==> src/rtl/crc_stream.sv <==
// Streaming CRC engine: folds up to BYTES lanes per beat into a WIDTH-bit CRC and
// presents one result per frame behind a valid/ready result handshake.
module crc_stream #(
    parameter int               WIDTH       = 8,   // 8..32
    parameter logic [WIDTH-1:0] POLYNOMIAL  = WIDTH'(8'h07),
    parameter logic [WIDTH-1:0] INIT        = '0,
    parameter bit               REFLECT_IN  = 1'b0,
    parameter bit               REFLECT_OUT = 1'b0,
    parameter logic [WIDTH-1:0] XOR_OUT     = '0,
    parameter logic [WIDTH-1:0] RESIDUE     = '0,
    parameter int               BYTES       = 1    // 1..8
) (
    input  logic                 clk_i,
    input  logic                 rst_i,
    input  logic [8*BYTES-1:0]   data_i,
    input  logic [BYTES-1:0]     keep_i,
    input  logic                 valid_i,
    input  logic                 last_i,
    output logic                 ready_o,
    output logic [WIDTH-1:0]     crc_o,
    output logic                 match_o,
    output logic                 crc_valid_o,
    input  logic                 crc_ready_i,
    output logic [1:0]           state_o
);

    // Handshakes: a beat moves when valid_i && ready_o; a result moves when
    // crc_valid_o && crc_ready_i. ready_o depends only on registered state and
    // crc_ready_i, never on valid_i.

    typedef enum logic {
        IDLE  = 1'b0,
        ACCUM = 1'b1
    } frame_state_t;

    frame_state_t     frame_q;
    logic [WIDTH-1:0] crc_q;
    logic [WIDTH-1:0] crc_d;
    logic [WIDTH-1:0] result_d;
    logic [WIDTH-1:0] crc_res_q;
    logic             match_q;
    logic             crc_valid_q;
    logic             accept;

    function automatic logic [7:0] rev8(input logic [7:0] b);
        logic [7:0] r;
        for (int i = 0; i < 8; i++) begin
            r[i] = b[7-i];
        end
        return r;
    endfunction

    function automatic logic [WIDTH-1:0] rev_w(input logic [WIDTH-1:0] s);
        logic [WIDTH-1:0] r;
        for (int i = 0; i < WIDTH; i++) begin
            r[i] = s[WIDTH-1-i];
        end
        return r;
    endfunction

    // One byte: align to the state MSB, then eight MSB-first division steps.
    function automatic logic [WIDTH-1:0] fold_byte(input logic [WIDTH-1:0] s,
                                                   input logic [7:0]       b);
        logic [7:0]       bb;
        logic [WIDTH-1:0] r;
        bb = REFLECT_IN ? rev8(b) : b;
        r  = s ^ (WIDTH'(bb) << (WIDTH - 8));
        for (int i = 0; i < 8; i++) begin
            if (r[WIDTH-1]) begin
                r = (r << 1) ^ POLYNOMIAL;
            end else begin
                r = r << 1;
            end
        end
        return r;
    endfunction

    always_comb begin
        crc_d = crc_q;
        for (int k = 0; k < BYTES; k++) begin
            if (keep_i[k]) begin
                crc_d = fold_byte(crc_d, data_i[8*k +: 8]);
            end
        end
        result_d = (REFLECT_OUT ? rev_w(crc_d) : crc_d) ^ XOR_OUT;
    end

    assign ready_o = !crc_valid_q || crc_ready_i;
    assign accept  = valid_i && ready_o;

    // Frame state and result register advance independently: a new last beat
    // may land in the same cycle the previous result is taken.
    always_ff @(posedge clk_i) begin
        if (rst_i) begin
            frame_q     <= IDLE;
            crc_q       <= INIT;
            crc_res_q   <= '0;
            match_q     <= 1'b0;
            crc_valid_q <= 1'b0;
        end else begin
            if (crc_valid_q && crc_ready_i) begin
                crc_valid_q <= 1'b0;
            end
            if (accept) begin
                if (last_i) begin
                    frame_q     <= IDLE;
                    crc_q       <= INIT;
                    crc_res_q   <= result_d;
                    match_q     <= (result_d == RESIDUE);
                    crc_valid_q <= 1'b1;
                end else begin
                    frame_q     <= ACCUM;
                    crc_q       <= crc_d;
                end
            end
        end
    end

    assign crc_o       = crc_res_q;
    assign match_o     = match_q;
    assign crc_valid_o = crc_valid_q;
    assign state_o     = {crc_valid_q, frame_q == ACCUM};

endmodule

==> config.mk <==
export PLATFORM = sky130hd
export DESIGN_NAME = crc_stream
export DESIGN_NICKNAME = d
export VERILOG_FILES = /design/src/rtl/crc_stream.sv
export SDC_FILE = /design/constraint.sdc
export NUM_CORES = 1
export LEC_CHECK = 0
export BUFFER_PORTS_ARGS = -buffer_cell sky130_fd_sc_hd__buf_2
export CAP_MARGIN = 15
export CORE_MARGIN = 1
export CORE_UTILIZATION = 30
export DETAILED_ROUTE_END_ITERATION = 10
export GPL_TIMING_DRIVEN = 0
export PLACE_DENSITY = 0.52
export SYNTH_ARGS = -nofsm -noshare
export SYNTH_HDL_FRONTEND = slang
export SYNTH_SLANG_ARGS = --single-unit
==> constraint.sdc <==
create_clock -name clk_i -period 1.8 [get_ports clk_i]
set_input_delay 0.36 -clock clk_i [delete_from_list [all_inputs] [get_ports clk_i]]
set_output_delay 0.36 -clock clk_i [all_outputs]
set_load 0.02 [all_outputs]
Word level (Yosys, flattened, before mapping)
Cells that the tools add are included.
{"block": "classes", "reduce_logical": 6, "bitwise_logic": 9, "muxes": 21}
{"operator": "8-bit two-way mux", "n": 9}
{"operator": "3-bit two-way mux", "n": 8}
{"operator": "3-bit NOT", "n": 8}
{"operator": "8-bit logical NOT", "n": 1}
{"operator": "8-bit XOR", "n": 1}
{"operator": "1-bit two-way mux", "n": 4}
{"operator": "1-bit logical AND", "n": 2}
{"operator": "2-bit AND reduction", "n": 1}
{"operator": "1-bit logical NOT", "n": 1}
{"operator": "1-bit logical OR", "n": 1}
{"block": "word_totals", "input_bits": 14, "output_inout_bits": 13, "word_cells": 41, "register_bits": 19}

Logic depth before layout (Yosys ltp)
{"block": "depth", "ltp_word": 26, "depth_mapped": 6, "mapped_depth_nobuf": 6}

Worst setup path after synthesis
No wires, ideal clock.
{"block": "synth_path", "path_type": "flip-flop to flip-flop", "start": "register crc_q[5]", "end": "register match_q (netlist: match_o)", "period_less_slack_ns": 1.707, "setup_ns": 0.069, "stages_incl_launch_ff": 7, "arrival_ns": 1.638, "required_ns": 1.731, "n_path_buf": 0, "path_slack_ns": 0.093, "path_cell_list": "dfxtp_1 > xnor3_1 > xor2_1 > a21boi_0 > nor4b_1 > nand4_1 > o21ai_1"}
{"block": "synth_between", "elab_chain_cells": 15}
{"item": "start, declared", "line_no": "37", "text": "logic [WIDTH-1:0] crc_q;"}
{"item": "start signal, assigned", "line_no": "113", "text": "crc_q <= crc_d;"}
{"item": "8-bit XOR", "line_no": "67", "text": "r = s ^ (WIDTH'(bb) << (WIDTH - 8));"}
{"item": "8-bit two-way mux (2 in series)", "line_no": "81", "text": "if (keep_i[k]) begin"}
{"item": "3-bit two-way mux", "line_no": "69", "text": "if (r[WIDTH-1]) begin"}
{"item": "8-bit two-way mux", "line_no": "81"}
{"item": "3-bit NOT (no source line)"}
{"item": "3-bit two-way mux", "line_no": "69"}
{"item": "8-bit two-way mux", "line_no": "81"}
{"item": "3-bit NOT (no source line)"}
{"item": "3-bit two-way mux", "line_no": "69"}
{"item": "8-bit two-way mux (3 in series)", "line_no": "81"}
{"item": "8-bit two-way mux (*)", "line_no": "81"}
{"item": "8-bit logical NOT (*)", "line_no": "109", "text": "match_q <= (result_d == RESIDUE);"}
{"item": "end signal, assigned", "line_no": "109"}
{"item": "end, declared", "line_no": "41", "text": "logic match_q;"}
Mark *: on every way between the ends. The rest lies on a longest branch, timed or not. The select of a mux whose other input is x is not followed.
A chain may end at the register's enable or synchronous reset.

Final worst setup path
{"block": "layout_path", "start": "register crc_q[7]", "end": "register match_q (netlist: match_o)"}
{"block": "layout_between", "elab_chain_cells": 15, "elab_cells_between_ends": 18, "cone_classes": "mux (13); bitwise (4); reduce/logical (1)"}
{"item": "8-bit XOR", "line_no": "67"}
{"item": "3-bit two-way mux", "line_no": "69"}
{"item": "8-bit two-way mux", "line_no": "81"}
{"item": "3-bit NOT (no source line)"}
{"item": "3-bit two-way mux", "line_no": "69"}
{"item": "8-bit two-way mux", "line_no": "81"}
{"item": "3-bit NOT (no source line)"}
{"item": "3-bit two-way mux", "line_no": "69"}
{"item": "8-bit two-way mux (5 in series)", "line_no": "81"}
{"item": "8-bit two-way mux (*)", "line_no": "81"}
{"item": "8-bit logical NOT (*)", "line_no": "109"}
Marks and branches as above.

==> qor.txt <==
outcome: finished clean
post-synthesis xor/xnor area fraction: 25.26%
largest family of logic cells by synthesized area: XOR/XNOR gates
Ports: 27
mux contribution to synthesized area: 0%
DR top layer: met4
global-route usage over all layers: 14.18%
fin crit share: 96.10%
DRC Markers: 0
final WL: 2746 um
1st-iter DRT viols: 23
Max Slew Vio Count: 0
nets@finish: 178
Core Util, Final: 41.24%
clock buffer depth: 2
fraction of the mapped netlist area in compound gates: 18.11%
die width: 64.95 um
CTS buffer count: 3
top post-synthesis cells by area: dfxtp_1, xnor3_1, xnor2_1
Via density: 4.900
Synth Net Count: 143
# H-tree levels: 1
die area: 0.004218 sq mm
slowest stage delay, CP: 0.50 ns
Max-Cap Viols: 0
HP Class: in -> reg
Core Area: 0.003744 sq mm
Least-Margin Pin Slew: 0.5008 ns
Hold Fails Final Rpt: 0
worst vdd ir: 0.3581 mV
FF+latch count, synth: 19
WL met2: 1348 um
kind of critical path: reg -> reg
# clock sinks: 19
family with the most delay on the worst path: XOR/XNOR gates
critical path capture point type: flip-flop
Async SR Flop Fraction: 0%
post-synthesis simple-gate area fraction: 18.84%
Clock Latency Late Sink: 0.26 ns
Inst Count DP: 203
Yosys top cell area share: 32.00%
WP buf/inv: 0
routed wl met3: 127 um
DP HPWL: 2108 um
Critical Path Start Type: flip-flop
Die H: 64.95 um
post-detailed-route count of antenna-violating nets: 0
antenna violations before repair: 0
Critical Path RT: 2.00 ns
Setup Skew: 0.004292 ns
Starting Density: 31.75%
worst-path cell chain: xnor2_2 > xor3_2 > or3_1 > nand2_1 > a21oi_1 > o21ai_1
root buffer cell: clkbuf_8
Site Rows: 22
Highest Clock Rate: 0.5781 GHz
routed vias: 1034
DRT met1 WL: 1231 um
Synth area leader: dfxtp_1
Distinct cells, synth: 38
top_reg_cell synth: dfxtp_1
CP arrival: 1.93 ns
area grow syn2layout: 29.89%
crit-path max FO: 5
Synthesis Warnings: 0
largest net degree at the start of global routing: 12
# diodes: 0
first-pass GRT wire length: 4491 um
vias in the first global route: 1003
residual overflow from global routing: 0
Syn Std Cell Area: 0.001189 sq mm
layout cells sized above 1: 36.20%
most frequent cell after synthesis: dfxtp_1
I/O Buffers: 26
RSZ-0062 raised after global routing: true
minimum clock period: 1.730 ns
post-route insts no fill: 211
Slew HR: 66.61%
Design Power: 1.211 mW
Leak: 0.6730 nW
Crit-path slowest cell: xor3_2
register area share after synthesis: 32.00%
post-synthesis instance total: 129
total iterations of the first detailed-routing run: 4
TritonCTS clock tree: yes
Syn Area/Cell: 9.214 sq um
per-cell routed wire length: 13.01 um
endpoints failing setup: 0
Routability Congestion: 0.7518
Pwr per Cell Area: 784.5 mW/mm^2
hold_ws: 0.4281 ns
Clock transition at path regs: 0.07 ns
synthesized-area fraction occupied by adder cells: 0%
number of synthesized flops with an enable pin: 0
top cells by count, synth: dfxtp_1, nor2_1, a21oi_1, nand2_1, xnor2_1
-- worst reg2reg max path: stages (launching register included) --
cell and delay, ns:
dfxtp_2 0.35, xnor2_2 0.17, xor3_2 0.50, or3_1 0.36, nand2_1 0.07, a21oi_1 0.09, o21ai_1 0.13
-- final timing paths --
path            start      end  slack, ns  depth (start not counted)
max          crc_q[7]  match_o       0.07                          6
min             rst_i  match_o       0.43                          4
max reg2reg  crc_q[7]  match_o       0.07                          6
min reg2reg   match_o  match_o       0.45                          2
-- report_power, final --
part           leakage [nW]  switching [mW]  internal, mW
clock network        0.0255           0.149         0.154
registers             0.158          0.0231         0.446
logic                 0.489           0.217         0.222
total                 0.673           0.389         0.822
-- area by class of cell --
class                      instances  area [sq um]
inverter                           3         11.26
fill                             399          2200
multi-input combinational         99         818.3
clock buffer                       3         41.29
clock inverter                     1         5.005
buffer                             8         57.56
tap                               48         60.06
sequential                        19         390.4
timing repair buffer              30         160.2
-- metrics by stage --
| stage | TNS, ns | instance area [sq um] | worst slack (ns) |
|---|---|---|---|
| 2_1_floorplan | 0 | 1189 | 0.09310 |
| 3_3_place_gp | -0.3267 | 1379 | -0.1610 |
| 3_5_place_dp | -0.5891 | 1379 | -0.1730 |
| 4_1_cts | 0 | 1489 | 0.007594 |
| 5_1_grt | -0.03134 | 1544 | -0.03134 |
| 6_report | 0 | 1544 | 0.07020 |
-- cells by family (layout without fill, tap and decap cells) --
group                  after synthesis  in the layout
AND/OR/NAND/NOR                     46             46
AO/OA/AOI/OAI                       32             32
XOR/XNOR                            21             21
flip-flops                          19             19
buffers and inverters               11             45
-- layout by cell type, fill, tap and decap left out, types with 3 or more instances in the layout --
cell      synthesis  final
dfxtp_2           0      5
clkbuf_8          2      5
clkbuf_1          4      4
a211oi_1          4      4
xnor2_2           2      4
nand2_1           9      9
a21oi_1          10     10
o21ai_0           5      5
nor3_1            7      7
inv_1             3      3
nor2_1           17     15
xnor3_1           4      4
a22oi_1           3      3
buf_4             2      6
buf_2             0     26
dfxtp_1          19     13
xnor2_1           8      4
-- per-layer routing --
metal	up-vias	GRT usage (%)
met2	18	23.57
met4	0	4.722
met1	490	17.17
met5	-	0
met3	6	4.401
li1	520	-
-- state kept, by name, summed over array words and instances (netlist names) --
| name | cells |
|---|---|
| crc_o | 8 |
| crc_q | 8 |
| crc_valid_o | 1 |
| frame_q | 1 |
| match_o | 1 |
-- repair_timing --
action	4_1_cts	5_1_grt
endpoints found under the hold margin	0	0
hold buffers	0	0
pin swaps	2	5
endpoints found under the setup margin	1	7
buffers inserted	2	2
gates resized for setup	8	11
No activity file was read; power rests on OpenSTA's default activity.
